[src/rtl/reg_access_ctrl.sv]
// Command-driven initiator for a 2**ADDR_W x DATA_W register unit: executes read, write,
// dump-all and clear-all commands and returns read data over a valid/ready response port.
module reg_access_ctrl #(
    parameter int unsigned ADDR_W = 4,
    parameter int unsigned DATA_W = 8
) (
    input  logic              clock,
    input  logic              reset,
    input  logic              cmd_valid,
    output logic              cmd_ready,
    input  logic [1:0]        cmd_op,
    input  logic [ADDR_W-1:0] cmd_addr,
    input  logic [DATA_W-1:0] cmd_wdata,
    output logic              rsp_valid,
    input  logic              rsp_ready,
    output logic [ADDR_W-1:0] rsp_addr,
    output logic [DATA_W-1:0] rsp_data,
    output logic              rsp_last,
    output logic              busy,
    output logic              reg_load,
    output logic [ADDR_W-1:0] reg_addr,
    output logic [DATA_W-1:0] reg_wdata,
    input  logic [DATA_W-1:0] reg_rdata
);

    typedef enum logic [2:0] {
        StIdle,
        StWrite,
        StRead,
        StResp,
        StDumpRd,
        StDumpResp,
        StClear
    } state_e;

    localparam logic [ADDR_W-1:0] LastIdx = '1;

    state_e            state_q;
    logic [ADDR_W-1:0] index_q;
    logic              cmd_ready_q;
    logic              busy_q;
    logic              rsp_valid_q;
    logic [ADDR_W-1:0] rsp_addr_q;
    logic [DATA_W-1:0] rsp_data_q;
    logic              rsp_last_q;
    logic              reg_load_q;
    logic [ADDR_W-1:0] reg_addr_q;
    logic [DATA_W-1:0] reg_wdata_q;

    // All outputs are registered so they change only with the state they belong to.
    always_ff @(posedge clock or posedge reset) begin
        if (reset) begin
            state_q     <= StIdle;
            index_q     <= '0;
            cmd_ready_q <= 1'b0;
            busy_q      <= 1'b0;
            rsp_valid_q <= 1'b0;
            rsp_addr_q  <= '0;
            rsp_data_q  <= '0;
            rsp_last_q  <= 1'b0;
            reg_load_q  <= 1'b0;
            reg_addr_q  <= '0;
            reg_wdata_q <= '0;
        end else begin
            unique case (state_q)
                StIdle: begin
                    if (cmd_valid && cmd_ready_q) begin
                        cmd_ready_q <= 1'b0;
                        busy_q      <= 1'b1;
                        index_q     <= '0;
                        case (cmd_op)
                            2'b00: begin
                                state_q    <= StRead;
                                reg_addr_q <= cmd_addr;
                            end
                            2'b01: begin
                                state_q     <= StWrite;
                                reg_load_q  <= 1'b1;
                                reg_addr_q  <= cmd_addr;
                                reg_wdata_q <= cmd_wdata;
                            end
                            2'b10: begin
                                state_q    <= StDumpRd;
                                reg_addr_q <= '0;
                            end
                            default: begin
                                state_q     <= StClear;
                                reg_load_q  <= 1'b1;
                                reg_addr_q  <= '0;
                                reg_wdata_q <= '0;
                            end
                        endcase
                    end else begin
                        cmd_ready_q <= 1'b1;
                    end
                end
                StWrite: begin
                    state_q     <= StIdle;
                    reg_load_q  <= 1'b0;
                    reg_addr_q  <= '0;
                    reg_wdata_q <= '0;
                    busy_q      <= 1'b0;
                    cmd_ready_q <= 1'b1;
                end
                StRead: begin
                    rsp_data_q  <= reg_rdata;
                    rsp_addr_q  <= reg_addr_q;
                    rsp_last_q  <= 1'b1;
                    rsp_valid_q <= 1'b1;
                    reg_addr_q  <= '0;
                    state_q     <= StResp;
                end
                StResp: begin
                    if (rsp_ready) begin
                        rsp_valid_q <= 1'b0;
                        busy_q      <= 1'b0;
                        cmd_ready_q <= 1'b1;
                        state_q     <= StIdle;
                    end
                end
                StDumpRd: begin
                    rsp_data_q  <= reg_rdata;
                    rsp_addr_q  <= index_q;
                    rsp_last_q  <= (index_q == LastIdx);
                    rsp_valid_q <= 1'b1;
                    state_q     <= StDumpResp;
                end
                StDumpResp: begin
                    if (rsp_ready) begin
                        rsp_valid_q <= 1'b0;
                        if (rsp_last_q) begin
                            index_q     <= '0;
                            reg_addr_q  <= '0;
                            busy_q      <= 1'b0;
                            cmd_ready_q <= 1'b1;
                            state_q     <= StIdle;
                        end else begin
                            index_q    <= index_q + ADDR_W'(1);
                            reg_addr_q <= index_q + ADDR_W'(1);
                            state_q    <= StDumpRd;
                        end
                    end
                end
                StClear: begin
                    if (index_q == LastIdx) begin
                        index_q     <= '0;
                        reg_load_q  <= 1'b0;
                        reg_addr_q  <= '0;
                        busy_q      <= 1'b0;
                        cmd_ready_q <= 1'b1;
                        state_q     <= StIdle;
                    end else begin
                        index_q    <= index_q + ADDR_W'(1);
                        reg_addr_q <= index_q + ADDR_W'(1);
                    end
                end
                default: state_q <= StIdle;
            endcase
        end
    end

    assign cmd_ready = cmd_ready_q;
    assign busy      = busy_q;
    assign rsp_valid = rsp_valid_q;
    assign rsp_addr  = rsp_addr_q;
    assign rsp_data  = rsp_data_q;
    assign rsp_last  = rsp_last_q;
    assign reg_load  = reg_load_q;
    assign reg_addr  = reg_addr_q;
    assign reg_wdata = reg_wdata_q;

endmodule

[config.mk]
export PLATFORM = sky130hd
export DESIGN_NAME = reg_access_ctrl
export DESIGN_NICKNAME = d
export VERILOG_FILES = /design/src/rtl/reg_access_ctrl.sv
export SDC_FILE = /design/constraint.sdc
export NUM_CORES = 1
export LEC_CHECK = 0
export ABC_AREA = 1
export CORE_UTILIZATION = 45
export DETAILED_ROUTE_END_ITERATION = 16
export PLACE_DENSITY = 0.83
export SETUP_SLACK_MARGIN = 0.4
export SYNTH_ARGS = -nofsm -noshare
export SYNTH_HDL_FRONTEND = slang
export SYNTH_SLANG_ARGS = --single-unit
[constraint.sdc]
create_clock -name clock -period 2.1 [get_ports clock]
set_clock_uncertainty 0.1 [all_clocks]
set_input_delay 0.42 -clock clock [delete_from_list [all_inputs] [get_ports clock]]
set_output_delay 0.42 -clock clock [all_outputs]
set_load 0.05 [all_outputs]
## Word level (Yosys, flattened, before mapping)

Index checks and enable logic that the tools add are counted.

| cells by class | value |
|---|---|
| add/sub/neg operators | 1 |
| mux-type cells | 36 |
| eq/ne operators | 16 |
| reductions and logical operators | 23 |

Operators with widths:

| cell | number |
|---|---|
| one-hot mux 8 bit (2 select lines) | 2 |
| two-way mux 4 bit | 6 |
| one-hot mux 3 bit (6 select lines) | 1 |
| one-hot mux 4 bit (4 select lines) | 1 |
| two-way mux 3 bit | 5 |
| two-way mux 1 bit | 12 |
| != test 2 bit (second input constant) | 6 |
| one-hot mux 4 bit (3 select lines) | 1 |
| one-hot mux 1 bit (5 select lines) | 2 |
| OR reduction 2 bit | 5 |
| equality test 3 bit (second input constant) | 3 |
| one-hot mux 3 bit (3 select lines) | 1 |
| AND reduction 3 bit | 3 |
| two-way mux 8 bit | 1 |
| one-hot mux 4 bit (2 select lines) | 1 |
| AND reduction 4 bit | 2 |
| equality test 3 x 2 -> 1 bit (second input constant) | 2 |
| AND reduction 6 bit | 1 |
| nonzero test 2 bit | 3 |
| nonzero test 3 bit | 2 |
| AND reduction 5 bit | 1 |
| nonzero test 5 bit | 1 |
| adder 4 x 1 -> 4 bit (second input constant) | 1 |
| equality test 4 bit (second input constant) | 1 |
| 11 further kinds | 12 |

| word-level totals | value |
|---|---|
| word-level logic and storage cells | 87 |
| input port bits | 26 |
| register bits | 36 |
| output and inout port bits | 29 |

## Depth between registers and ports, before layout

| depth | value |
|---|---|
| word-level depth | 5 |
| depth in mapped cells | 9 |
| gate-level depth less buffers | 8 |

## Worst setup path before layout

No wires, ideal clock.

| path | value |
|---|---|
| kind | input -> register |
| start point | in cmd_op[0] |
| end point | reg reg_wdata_q[0], in the netlist reg_wdata[0] |
| slack | 506 ps |
| data arrival time | 1372 ps |
| buffers on the path | 1 |
| library setup time | 122 ps |
| required time | 1878 ps |
| stages on the path | 8 |
| path through | inv_1 -> ha_1 -> or2_0 -> o21ai_2 -> nand2_4 -> buf_6 -> nand2_1 -> o21ai_1 |

| between the ends | value |
|---|---|
| cells in the longest elaborated chain, start to end | 5 |
| elaborated cells on any way between the ends | 9 |
| those cells by class | eq/ne: 3; mux: 3; reduce/logical: 3 |

Ends and longest elaborated chain:

| item | RTL line | text |
|---|---|---|
| start: declaration | 11 | `input logic [1:0] cmd_op,` |
| equality test 2 bit or zero test 2 bit (tied branches) | 71 | `case (cmd_op)` |
| OR reduction 2 bit (no source line) | -- |  |
| one-hot mux 8 bit (2 select lines) | 71 |  |
| two-way mux 8 bit | 67 | `if (cmd_valid && cmd_ready_q) begin` |
| one-hot mux 8 bit (2 select lines) | 65 | `unique case (state_q)` |
| end signal: assignment | 80 | `reg_wdata_q <= cmd_wdata;` |
| end: declaration | 48 | `logic [DATA_W-1:0] reg_wdata_q;` |

Parallel ways exist; a longest one is shown, timed or not. The select of a mux whose other input is x is not followed.
A chain may end at the register's enable or synchronous reset.

## Worst setup path in the final report

| path | value |
|---|---|
| start point | reg rsp_addr_q[3], in the netlist rsp_addr[3] |
| end point | out rsp_addr[3] |

RTL lines:

| item | RTL line | text |
|---|---|---|
| start: declaration | 43 | `logic [ADDR_W-1:0] rsp_addr_q;` |
| start signal: assignment | 107 | `rsp_addr_q <= reg_addr_q;` |
| start signal: assignment | 123 | `rsp_addr_q <= index_q;` |
| end: declaration | 16 | `output logic [ADDR_W-1:0] rsp_addr,` |

No word-level cell between the ends.

==> results.py <==
metrics = {
    "status": {
        "status": "completed",
    },
    "clocking": {
        "clock_latency_ns": 0.29,
        "cts_sinks": 36,
        "cts_tree": "done",
        "numCtsBuffers": 5,
        "htreeDepth": 2,
        "cts.clk_slew.worst_paths_ns": 0.07,
        "clock_path_buffers": 2,
        "cts_root_buf": "clkbuf_8",
    },
    "critical_path": {
        "crit_path_end": "rsp_addr[3]",
        "slowest_delay_ns": 0.51,
        "r2r-start": "index_q[1]",
        "crit_path_end_kind": "output port",
        "startpoint_type": "flip-flop",
        "slowest_stage": "clkdlybuf4s15_1",
        "critPathBufInv": 1,
        "r2r_cells": 8,
        "worstPathCellList": "clkdlybuf4s15_1",
        "worstSetupStartpoint": "rsp_addr[3]",
        "reg2reg_slack_ns": 0.52,
        "required_ns": 1.58,
        "reg2reg_to": "busy",
        "cp_num_cells": 1,
        "cp.arrival_ns": 1.15,
        "crit_type": "flip-flop to output port",
        "cp_max_fo": 2,
        "crit_family": "buffers and inverters",
    },
    "final_layout": {
        "n_antenna_cell": 0,
        "nets": 338,
        "drive_above_1_share": 0.214,
        "stdcell_count": 358,
        "area_growth_pct": 31.2,
        "fillers": 371,
        "fin_util": 0.627,
        "fin_area_um2": 2540,
    },
    "yosys": {
        "synth_top_cell_by_area": "dfrtp_1",
        "synthFlopType": "dfrtp_1",
        "synth_fp_nets": 277,
        "avgSynthCellArea_um2": 7.88,
        "ys_top_cells_by_area": "dfrtp_1 (46%), nand2_1 (20%), inv_1 (3.5%)",
        "synth.distinct_cells": 27,
        "synth-seq-area-share": 0.465,
        "synth-edff-count": 0,
        "yosysTopAreaCellShare": 0.465,
        "syn_inst": 246,
        "synthArstFlopShare": 1.00,
        "ys_ff_latch": 36,
        "syn_area_um2": 1940,
        "ys_warn_count": 0,
    },
    "detailed_routing": {
        "routedWlPerCell_um": 13.4,
        "dr.pass1.iters": 4,
        "routed_wl_um": 4800,
        "ant_nets": 0,
        "vias": 1840,
        "drt-initial-drc-count": 109,
        "routed_via_density": 5.14,
        "drc": 0,
    },
    "timing": {
        "tightest_slew_ns": 0.505,
        "hold_viol_final": 0,
        "worst_slack_ns": 0.428,
        "rsz0062_at_grt": "false",
        "setup_viol": 0,
        "timing.final.crit_period_ns": 1.67,
        "relSlewSlack": 0.665,
        "fmax_mhz": 598,
        "drv_slew": 0,
        "post-route-period-util": 0.796,
    },
    "floorplanning": {
        "start_util": 0.478,
        "core-area_um2": 4060,
        "ios": 55,
        "num_rows": 23,
        "fp.dieH_um": 67.6,
        "fp.dieW_um": 67.6,
        "dieArea_um2": 4570,
    },
    "power": {
        "p_total_mw": 4.48,
        "ir_drop_mv": 0.598,
        "power_leakage_nw": 1.33,
        "powerDensity_nw_per_um2": 1760,
    },
    "placed_design": {
        "port_buffers": 54,
        "dp_slack_ns": -0.0726,
        "placed_area_um2": 2520,
        "gp_congestion": 0.927,
        "dp_cells": 349,
        "place_hpwl_um": 3450,
    },
    "global_route": {
        "antenna_found_initial": 0,
        "grt_pass1_wl_um": 7530,
        "overflow": 0,
        "grt.total_usage": 0.228,
        "grt_start_max_net_pins": 37,
        "grt_pass1_vias": 1696,
    },
    "min_path": {
        "hold_class": "flip-flop to flip-flop",
    },
    "run": {
        "drv_cap": 0,
    },
}
-- how the worst min path moves through the flow --
| stage | from | endpoint | slack, ns | cells past startpoint |
|---|---|---|---|---|
| finish | rsp_data[7] | rsp_data[7] | 0.37 | 2 |
| global route | rsp_data[7] | rsp_data[7] | 0.40 | 2 |
| CTS | rsp_data[7] | rsp_data[7] | 0.37 | 2 |
| detailed placement | rsp_data[7] | rsp_data[7] | 0.36 | 2 |
| global placement | rsp_data[6] | rsp_data[6] | 0.35 | 2 |
| floorplan | index_q[3] | index_q[3] | 0.42 | 2 |
-- report_power, final --
part           internal [mW]  switching, mW  leakage, nW  total (mW)
Sequential             0.989          0.244        0.454        1.23
Combinational          0.706           1.93        0.825        2.64
Clock                  0.352          0.255       0.0552       0.607
-- logic make-up (layout without fill, tap and decap cells) --
logic type,after synthesis,count (layout),synth area share
AND/OR/NAND/NOR,142,143,0.311
flip-flops,36,36,0.465
AO/OA/AOI/OAI,34,34,0.114
buffers and inverters,28,89,0.0736
adder cells (fa/ha/maj),5,5,0.0323
XOR/XNOR,1,1,0.00452
-- per-stage QoR --
| stage | hold slack (ns) | setup TNS (ns) |
|---|---|---|
| 2_1_floorplan | 0.422 | 0 |
| 3_3_place_gp | 0.353 | -0.112 |
| 3_5_place_dp | 0.359 | -0.401 |
| 4_1_cts | 0.371 | 0 |
| 5_1_grt | 0.404 | 0 |
| 6_report | 0.371 | 0 |
-- state kept, by name, summed over array words and instances, names as in the netlist, 3 cells and up --
signal and count:
state_q 3, reg_wdata 8, rsp_addr 4, reg_addr 4, index_q 4, rsp_data 8
-- repair_timing --
item / 4_1_cts / 5_1_grt
setup endpoints to repair: 41 / 58
hold buffers: 0 / 0
resized for setup: 50 / 42
cloned: 1 / 0
pin swaps: 3 / 1
setup buffers: 0 / 0
-- per-layer routing --
layer	wire, um	GRT usage	vias up
li1	-	-	906
met1	2060	0.274	855
met2	2350	0.371	73
met3	305	0.0608	6
met4	77	0.114	0
met5	0	0	-
-- cells in the mapped netlist, types with 2 or more instances --
library cell,count
a21oi_1,5
buf_4,2
buf_6,4
dfrtp_1,36
ha_1,5
inv_1,18
inv_2,4
nand2_1,101
nand2_2,5
nand3_1,13
nand4_1,4
nor2_1,13
nor2_2,2
o21ai_0,8
o21ai_1,12
o21ai_2,2
o21ai_4,2
-- cell usage in the layout (no fill, tap or decap), drive strengths merged, types with 2 or more instances in the layout --
cell,netlist,layout
nand3,13,13
dfrtp,36,36
clkdlybuf4s50,0,23
o21ai,24,24
ha,5,5
a21oi,5,5
nand2,107,108
clkdlybuf4s15,0,6
buf,6,6
clkbuf,0,28
inv,22,22
nor2,16,16
nand4,5,5
dlygate4sd2,0,2
-- cell type report --
cell class / count / area [um^2] / share of cell area
clock inverter: 2 / 35.0 / 0.0138
tap: 50 / 62.6 / 0.0246
clock buffer: 6 / 72.6 / 0.0285
sequential: 36 / 906 / 0.356
timing repair buffer: 59 / 467 / 0.183
inverter: 22 / 82.6 / 0.0325
multi-input combinational: 183 / 918 / 0.361
No activity file was read; power rests on OpenSTA's default activity.
